## config.mk

```make
export PLATFORM = sky130hd
export DESIGN_NAME = axi_lite_arbiter
export DESIGN_NICKNAME = d
export VERILOG_FILES = /design/src/rtl/axi_lite_arbiter.sv
export SDC_FILE = /design/constraint.sdc
export NUM_CORES = 1
export LEC_CHECK = 0
export CAP_MARGIN = 20
export CORE_AREA = 3 3 156 158
export DETAILED_ROUTE_END_ITERATION = 8
export DIE_AREA = 0 0 159 161
export HOLD_SLACK_MARGIN = 0.15
export SLEW_MARGIN = 20
export SYNTH_ARGS = -nofsm -noshare
export SYNTH_HDL_FRONTEND = slang
export SYNTH_SLANG_ARGS = --single-unit
```

## constraint.sdc

```tcl
create_clock -name clk -period 1.2 [get_ports clk]
set_input_delay 0.24 -clock clk [delete_from_list [all_inputs] [get_ports clk]]
set_output_delay 0.24 -clock clk [all_outputs]
set_load 0.005 [all_outputs]
```

## src/rtl/axi_lite_arbiter.sv

```systemverilog
// axi_lite_arbiter: N-master to 1-slave AXI4-Lite arbiter.
// Read and write channels are arbitrated independently, each with its own
// round-robin pointer. One outstanding transaction per channel.
// Master-side buses are flattened into packed arrays indexed by master number;
// rdata/rresp/bresp are broadcast, so only one copy of each is provided.
//
// state    | meaning
// RD_IDLE  | no read in flight, arbitrate among arvalid requesters
// RD_ADDR  | forward AR of the granted master until the slave accepts it
// RD_DATA  | forward R from the slave to the granted master
// WR_IDLE  | no write in flight, arbitrate among awvalid requesters
// WR_AW_W  | forward AW and W of the granted master, each exactly once
// WR_B     | forward B from the slave to the granted master
module axi_lite_arbiter #(
  parameter int NUM_MASTERS = 2,
  parameter int ADDR_W      = 32
) (
  input  logic                                clk,
  input  logic                                reset,
  // upstream masters
  input  logic [NUM_MASTERS-1:0][ADDR_W-1:0]  m_araddr,
  input  logic [NUM_MASTERS-1:0]              m_arvalid,
  output logic [NUM_MASTERS-1:0]              m_arready,
  output logic [31:0]                         m_rdata,
  output logic [1:0]                          m_rresp,
  output logic [NUM_MASTERS-1:0]              m_rvalid,
  input  logic [NUM_MASTERS-1:0]              m_rready,
  input  logic [NUM_MASTERS-1:0][ADDR_W-1:0]  m_awaddr,
  input  logic [NUM_MASTERS-1:0]              m_awvalid,
  output logic [NUM_MASTERS-1:0]              m_awready,
  input  logic [NUM_MASTERS-1:0][31:0]        m_wdata,
  input  logic [NUM_MASTERS-1:0][3:0]         m_wmask,
  input  logic [NUM_MASTERS-1:0]              m_wvalid,
  output logic [NUM_MASTERS-1:0]              m_wready,
  output logic [1:0]                          m_bresp,
  output logic [NUM_MASTERS-1:0]              m_bvalid,
  input  logic [NUM_MASTERS-1:0]              m_bready,
  // downstream slave
  output logic [ADDR_W-1:0]                   s_araddr,
  output logic                                s_arvalid,
  input  logic                                s_arready,
  input  logic [31:0]                         s_rdata,
  input  logic [1:0]                          s_rresp,
  input  logic                                s_rvalid,
  output logic                                s_rready,
  output logic [ADDR_W-1:0]                   s_awaddr,
  output logic                                s_awvalid,
  input  logic                                s_awready,
  output logic [31:0]                         s_wdata,
  output logic [3:0]                          s_wmask,
  output logic                                s_wvalid,
  input  logic                                s_wready,
  input  logic [1:0]                          s_bresp,
  input  logic                                s_bvalid,
  output logic                                s_bready
);

  localparam int PTR_W = (NUM_MASTERS > 1) ? $clog2(NUM_MASTERS) : 1;

  typedef enum logic [1:0] {RD_IDLE, RD_ADDR, RD_DATA} rd_state_t;
  typedef enum logic [1:0] {WR_IDLE, WR_AW_W, WR_B}     wr_state_t;

  rd_state_t        rd_state;
  wr_state_t        wr_state;
  logic [PTR_W-1:0] rd_grant, wr_grant;
  logic [PTR_W-1:0] rd_ptr, wr_ptr;
  logic [PTR_W-1:0] rd_win, wr_win;
  logic             aw_done, w_done;
  logic             aw_hs, w_hs;

  // First requester at or after ptr, wrapping past the last master.
  function automatic logic [PTR_W-1:0] rr_pick(input logic [NUM_MASTERS-1:0] req,
                                               input logic [PTR_W-1:0]       ptr);
    logic [PTR_W-1:0] win;
    logic             hit;
    int               idx;
    win = '0;
    hit = 1'b0;
    for (int k = 0; k < NUM_MASTERS; k++) begin
      idx = int'(ptr) + k;
      if (idx >= NUM_MASTERS) idx = idx - NUM_MASTERS;
      if (!hit && req[idx[PTR_W-1:0]]) begin
        hit = 1'b1;
        win = idx[PTR_W-1:0];
      end
    end
    return win;
  endfunction

  function automatic logic [PTR_W-1:0] next_ptr(input logic [PTR_W-1:0] g);
    if (g == PTR_W'(NUM_MASTERS - 1)) return '0;
    return g + 1'b1;
  endfunction

  assign rd_win = rr_pick(m_arvalid, rd_ptr);
  assign wr_win = rr_pick(m_awvalid, wr_ptr);
  assign aw_hs  = s_awvalid && s_awready;
  assign w_hs   = s_wvalid && s_wready;

  // Read-channel steering: only the granted master sees ready/valid.
  always_comb begin
    s_araddr  = '0;
    s_arvalid = 1'b0;
    s_rready  = 1'b0;
    m_arready = '0;
    m_rvalid  = '0;
    m_rdata   = s_rdata;
    m_rresp   = s_rresp;
    case (rd_state)
      RD_ADDR: begin
        s_arvalid           = m_arvalid[rd_grant];
        s_araddr            = m_araddr[rd_grant];
        m_arready[rd_grant] = s_arready;
      end
      RD_DATA: begin
        m_rvalid[rd_grant] = s_rvalid;
        s_rready           = m_rready[rd_grant];
      end
      default: ;
    endcase
  end

  // Write-channel steering: AW and W are each forwarded until accepted once.
  always_comb begin
    s_awaddr  = '0;
    s_awvalid = 1'b0;
    s_wdata   = '0;
    s_wmask   = '0;
    s_wvalid  = 1'b0;
    s_bready  = 1'b0;
    m_awready = '0;
    m_wready  = '0;
    m_bvalid  = '0;
    m_bresp   = s_bresp;
    case (wr_state)
      WR_AW_W: begin
        s_awaddr            = m_awaddr[wr_grant];
        s_wdata             = m_wdata[wr_grant];
        s_wmask             = m_wmask[wr_grant];
        s_awvalid           = m_awvalid[wr_grant] && !aw_done;
        s_wvalid            = m_wvalid[wr_grant] && !w_done;
        m_awready[wr_grant] = s_awready && !aw_done;
        m_wready[wr_grant]  = s_wready && !w_done;
      end
      WR_B: begin
        m_bvalid[wr_grant] = s_bvalid;
        s_bready           = m_bready[wr_grant];
      end
      default: ;
    endcase
  end

  // Read FSM: registered grant gives a one-cycle arbitration bubble.
  always_ff @(posedge clk) begin
    if (reset) begin
      rd_state <= RD_IDLE;
      rd_grant <= '0;
      rd_ptr   <= '0;
    end else begin
      case (rd_state)
        RD_IDLE: if (|m_arvalid) begin
          rd_grant <= rd_win;
          rd_ptr   <= next_ptr(rd_win);
          rd_state <= RD_ADDR;
        end
        RD_ADDR: if (s_arvalid && s_arready) rd_state <= RD_DATA;
        RD_DATA: if (s_rvalid && s_rready) rd_state <= RD_IDLE;
        default: rd_state <= RD_IDLE;
      endcase
    end
  end

  // Write FSM: only awvalid requests a grant; AW/W may finish in any order.
  always_ff @(posedge clk) begin
    if (reset) begin
      wr_state <= WR_IDLE;
      wr_grant <= '0;
      wr_ptr   <= '0;
      aw_done  <= 1'b0;
      w_done   <= 1'b0;
    end else begin
      case (wr_state)
        WR_IDLE: if (|m_awvalid) begin
          wr_grant <= wr_win;
          wr_ptr   <= next_ptr(wr_win);
          aw_done  <= 1'b0;
          w_done   <= 1'b0;
          wr_state <= WR_AW_W;
        end
        WR_AW_W: begin
          if (aw_hs) aw_done <= 1'b1;
          if (w_hs) w_done <= 1'b1;
          if ((aw_done || aw_hs) && (w_done || w_hs)) wr_state <= WR_B;
        end
        WR_B: if (s_bvalid && s_bready) wr_state <= WR_IDLE;
        default: wr_state <= WR_IDLE;
      endcase
    end
  end

endmodule
```

==> metrics.txt, run 1 <==
vias in the first global route=4347; Final Hold Fails=0; routed vias=4089; WL/cell=roughly 17 um; dpl ws=-745 ps; Area Growth Syn to Fin=200%; Die ar.=0.0256 sq mm; Worst VDD drop=roughly 0.00035 V; placed cell count=between 900 and 1000; Post-DRT Antenna Nets=0; Num Clock Sinks=10; post-layout min period=approximately 1700 ps; share of layout cells above drive strength 1=45.6%; RSZ-0062 raised after global routing=yes; Fmax=around 0.58 GHz; Antenna Cells=0; cell count after synthesis=341; status=complete, but fails checks; final worst-path cycle share=143%; drt drc=0; Worst-Margin Slew=406 ps; number of synthesized flops with an enable pin=0; Mapped Area=0.00252 sq mm; Via density=slightly below 4; CTS clk-pin slew, worst paths=50 ps; first-pass GRT wire length=26300 um; Clock Tree Buf Depth=2; DP HPWL=13000 um; GR Overflow Total=0; Final Max Slew Viols=0; syn_area_per_cell=approximately 7.4 sq um; DR pass1 iterations=4; Leak=3.18 nW; CP Capture Type=output pin; crit path launch=wr_grant$_SDFFE_PP0P_; RR Startpoint=wr_grant$_SDFFE_PP0P_; clk_lat worst skew=250 ps; synth warn=0; IO buf count=331; post-route cell area=roughly 0.0076 sq mm; Nets=995; GRT Total Usage=a little over an eighth; worst-path fanout max=4; worst min path class=in -> out; Req. time, crit path=960 ps; Num CTS Buffers=3; critical path class=reg -> out; Core Area=0.0233 sq mm; failing checks=negative setup slack; DP Area=0.00623 sq mm; flop2flop setup slack=-340 ps; gpl congestion=0.772; PD cells=620 mW/mm^2; IO Pins=404; Syn Nets=594; Initial Util=10.8%; Distinct cells, synth=33; Rows=56; fillcell total=2440; DIE WIDTH=159 um; CTS root buffer=clkbuf_16; CTS tree=yes; top_reg_cell synth=dfxtp_1; Final WS setup=-517 ps; sequential fraction of the synthesis area=7.94%; overall power=between 4 and 5 mW; Slew HR=72.7%; worst hold start=s_rdata[11]; largest net degree at the start of global routing=30; die height=about 160 um; Data arrival, critical path=1480 ps; drt total wl=18400 um; Starting DRT DRC Count=78; fin cells=1060; Yosys reg bits=10; Worst setup SP type=flop; Fin Clk Skew=6.15 ps; number of max-cap violations=0; fraction of registers with async set/reset=0%; H-tree Lvls=1; Finish-stage setup viols=about 120; initial antenna violation count=0
-- critical path, stage by stage, from the launching register on --
cell and delay, ps:
dfxtp_4 370, buf_12 140, buf_8 120, buf_12 130, buf_12 120, mux2i_1 110, nor2_1 110, buf_2 140
-- layout by cell type (no fill, tap or decap), types with 3 or more instances in the layout --
master and n:
nand3_2 3, clkbuf_16 3, buf_8 7, mux2_4 3, dfxtp_1 4, nor2_1 89
buf_6 48, buf_4 39, nor2_2 14, a21oi_2 3, inv_1 5, mux2i_4 21
dfxtp_2 3, mux2i_1 69, dfxtp_4 3, buf_12 28, clkdlybuf4s50_1 215, buf_16 7
buf_2 112, o31ai_1 3, a21oi_1 3, nor3_2 3, mux2i_2 14
-- sequential cells by signal, summed over array words and instances, names as in the netlist --
signal    flops
rd_grant      1
rd_state      2
w_done        1
rd_ptr        1
wr_state      2
wr_grant      1
wr_ptr        1
aw_done       1
-- Yosys cell counts, types with 3 or more instances --
library cell	instances	area [sq um]
nor3b_1	4	30.0
nor2_1	105	394
buf_4	37	278
buf_8	5	75.1
buf_2	11	55.1
o21ai_0	4	20.0
a21oi_1	8	40.0
nand3_1	3	15.0
nor3_1	3	15.0
mux2i_1	104	1040
and3_1	4	25.0
dfxtp_1	10	200
inv_1	6	22.5
o31ai_1	4	30.0
buf_6	7	78.8
nor2b_1	3	18.8
-- metal layers --
layer  vias up  routed length (um)  GRT usage, %
met1      1862                6360          13.5
met2       272                9880          26.1
li1       1935                   -             -
met5         -                   0             0
met3        20                1600          4.23
met4         0                 535          4.30
-- area by class of cell --
class | instances | area, sq um | share of cell area, %
Inverter | 6 | 22.5 | 0.297
Tap cell | 319 | 399 | 5.27
Sequential cell | 10 | 215 | 2.84
Clock buffer | 4 | 88.8 | 1.17
Multi-Input combinational cell | 263 | 2400 | 31.7
Timing Repair Buffer | 458 | 4450 | 58.7
-- kinds of logic (layout without fill, tap and decap cells) --
family                 Yosys count  count (layout)  synth area share [%]
AO/OA/AOI/OAI                   24              24                  6.40
buffers and inverters           68             468                  20.5
AND/OR/NAND/NOR                132             132                  22.4
flip-flops                      10              10                  7.94
multiplexers                   107             107                  42.8
-- power breakdown --
part | switching [mW] | total [mW] | internal [mW]
registers | 0.0484 | 0.410 | 0.362
clock network | 0.206 | 0.711 | 0.506
logic | 1.33 | 3.57 | 2.24
total | 1.58 | 4.69 | 3.11
-- worst paths after layout --
kind / to / cells past startpoint
worst min register to register: wr_ptr$_SDFFE_PP0P_ / 1
worst max-delay path: s_awaddr[27] / 7
worst min-delay path: m_rdata[11] / 0
worst max register to register: wr_state[1]$_SDFFE_PP0P_ / 7
-- through the flow --
| step | hold slack (ps) | utilization, % | TNS, ps |
|---|---|---|---|
| final | 480 | 32.6 | -45640 |
| after CTS | 463 | 31.5 | -48860 |
| after detailed placement | 454 | 26.8 | -62180 |
| after global routing | 480 | 32.6 | -53350 |
| after floorplan | 341 | - | 0 |
| after global placement | 449 | 26.8 | -62960 |
-- what timing repair did --
item	in CTS	in global routing
hold buffers	0	0
cloned	13	0
pin swaps	45	51
gates resized for setup	614	70
setup buffers	67	16
setup endpoints to repair	121	124
Power figures use the tool's default switching activity.
==> run 2: changes to the inputs <==
--- a/config.mk
+++ b/config.mk
@@ -6,10 +6,12 @@
 export NUM_CORES = 1
 export LEC_CHECK = 0
 export CAP_MARGIN = 20
-export CORE_AREA = 3 3 156 158
+export CORE_AREA = 2 2 155 157
 export DETAILED_ROUTE_END_ITERATION = 8
-export DIE_AREA = 0 0 159 161
+export DIE_AREA = 0 0 157 159
 export HOLD_SLACK_MARGIN = 0.15
+export SETUP_SLACK_MARGIN = 0.3
+export SKIP_CTS_REPAIR_TIMING = 1
 export SLEW_MARGIN = 20
 export SYNTH_ARGS = -nofsm -noshare
 export SYNTH_HDL_FRONTEND = slang
==> metrics.txt, run 2 (synthesized netlist as in run 1, its figures left out) <==
IO buf count=331; crit path launch=wr_grant$_SDFFE_PP0P_; overall power=between 4 and 5 mW; Final Hold Fails=0; Slew HR=79.1%; Num CTS Buffers=3; Leak=3.29 nW; final hold slack=351 ps; share of layout cells above drive strength 1=a little over two fifths; Core Area=0.0232 sq mm; commonest non-fill, non-tap cell in the layout=clkdlybuf4s50_1; vias in the first global route=3728; Top Registers=rd_state (2), wr_state (2); fillcell total=roughly 2500; Final Max Slew Viols=0; Final WS setup=-519 ps; Initial Util=10.9%; CTS clk-pin slew, worst paths=approximately 40 ps; fin cells=1055; drt drc=0; CP max stage delay=350 ps; RSZ-0062 raised after global routing=yes; clk_lat worst skew=approximately 230 ps; CTS root buffer=clkbuf_16; H-tree Lvls=1; IO Pins=404; Starting DRT DRC Count=63; Rows=56; Area Growth Syn to Fin=199%; CP bufs+invs=5; status=complete, but fails checks; largest net degree at the start of global routing=28; drt total wl=16200 um; Clock Tree Buf Depth=2; Data arrival, critical path=1480 ps; dpl ws=-726 ps; initial antenna violation count=0; DP HPWL=12100 um; WL/cell=15.3 um; DR pass1 iterations=4; register area=220 sq um; worst-path fanout max=7; final worst-path cycle share=143%; most frequent cells in the layout=212 x clkdlybuf4s50_1, 82 x nor2_1, 77 x mux2i_1; CP Capture Type=output pin; CP top delay family=buffers and inverters; failing checks=negative setup slack; placed cell count=975; crit-path cells=buf_12 > buf_8 > buf_6 > buf_12 > mux2i_1 > nor2_1 > buf_2; DIE WIDTH=157 um; Num Clock Sinks=10; die height=159 um; Crit path top cell by count=buf_12; gpl congestion=0.722; Worst-Margin Slew=309 ps; multi-input logic area=about 0.0024 sq mm; GRT Total Usage=10.1%; GR Overflow Total=0; critical path class=reg -> out; number of max-cap violations=0; CTS tree=yes; RR Startpoint=wr_grant$_SDFFE_PP0P_; setup_tns=-43560 ps; Nets=990; Worst setup SP type=flop; Worst VDD drop=around 0.0005 V; Finish-stage setup viols=121; Via density=3.78; Die ar.=0.0250 sq mm; slowest CP cell=dfxtp_4; worst min path class=in -> reg; Antenna Cells=0; PD cells=600 mW/mm^2; post-layout min period=roughly 1700 ps; Post-DRT Antenna Nets=0; first-pass GRT wire length=19700 um; Req. time, crit path=960 ps; Fin Clk Skew=0.341 ps; routed vias=3993; worst hold start=s_awready; Fmax=0.582 GHz
[run 2: changes by cell type in the layout (fill, tap and decap cells not counted), moves of 6 or more]
cell | before | now
buf_2 | 112 | 57
clkbuf_2 | 0 | 39
dlymetal6s2s_1 | 0 | 17
clkbuf_16 | 3 | 12
buf_12 | 28 | 20
mux2i_1 | 69 | 77
buf_16 | 7 | 0
nor2_1 | 89 | 82
mux2i_4 | 21 | 15
nor2_4 | 2 | 8
[run 2: cell type report]
type | count | area share [%]
timing repair buffer | 451 | 58.6
clock buffer | 4 | 1.18
tap | 319 | 5.29
sequential | 10 | 2.92
inverter | 6 | 0.332
multi-input combinational | 265 | 31.7
[run 2: worst paths after layout]
path	to	slack (ps)	cells after the start
max	s_wdata[5]	-520	7
min	aw_done$_SDFFE_PP0P_	350	3
max reg2reg	wr_state[1]$_SDFFE_PP0P_	-290	6
min reg2reg	wr_ptr$_SDFFE_PP0P_	510	1
[run 2: per-layer routing]
| metal | share of wire, % | vias up | track usage (%) | routed length [um] |
|---|---|---|---|---|
| met3 | 11 | 12 | 3.97 | 1740 |
| met2 | 55 | 248 | 20.1 | 8830 |
| met1 | 34 | 1799 | 9.87 | 5420 |
| li1 | - | 1934 | - | - |
| met5 | 0 | - | 0 | 0 |
| met4 | 1.0 | 0 | 1.08 | 163 |
[run 2: report_power, final]
part	total [mW]	switching, mW	internal [mW]
Clock	0.660	0.159	0.501
Sequential	0.404	0.0432	0.360
Combinational	3.46	1.27	2.20
Total	4.53	1.47	3.06
[run 2: worst min-delay path: cells and delay by family]
kind	cells	cell delay [ps]
AO/OA/AOI/OAI	1	40
buffers and inverters	1	170
AND/OR/NAND/NOR	1	80
[run 2: stage by stage]
stage | util [%] | area (sq um)
after floorplan | - | 2710
after global placement | 27.4 | 6360
after detailed placement | 27.4 | 6360
after CTS | 27.8 | 6450
after global routing | 32.5 | 7540
final | 32.5 | 7540
==> run 3: changes to the inputs <==
--- a/config.mk
+++ b/config.mk
@@ -12,7 +12,6 @@
 export HOLD_SLACK_MARGIN = 0.15
 export SETUP_SLACK_MARGIN = 0.3
 export SKIP_CTS_REPAIR_TIMING = 1
-export SLEW_MARGIN = 20
 export SYNTH_ARGS = -nofsm -noshare
 export SYNTH_HDL_FRONTEND = slang
 export SYNTH_SLANG_ARGS = --single-unit
==> results of run 3 <==
No change in the layout: final DEF, timing and power equal those of run 2.
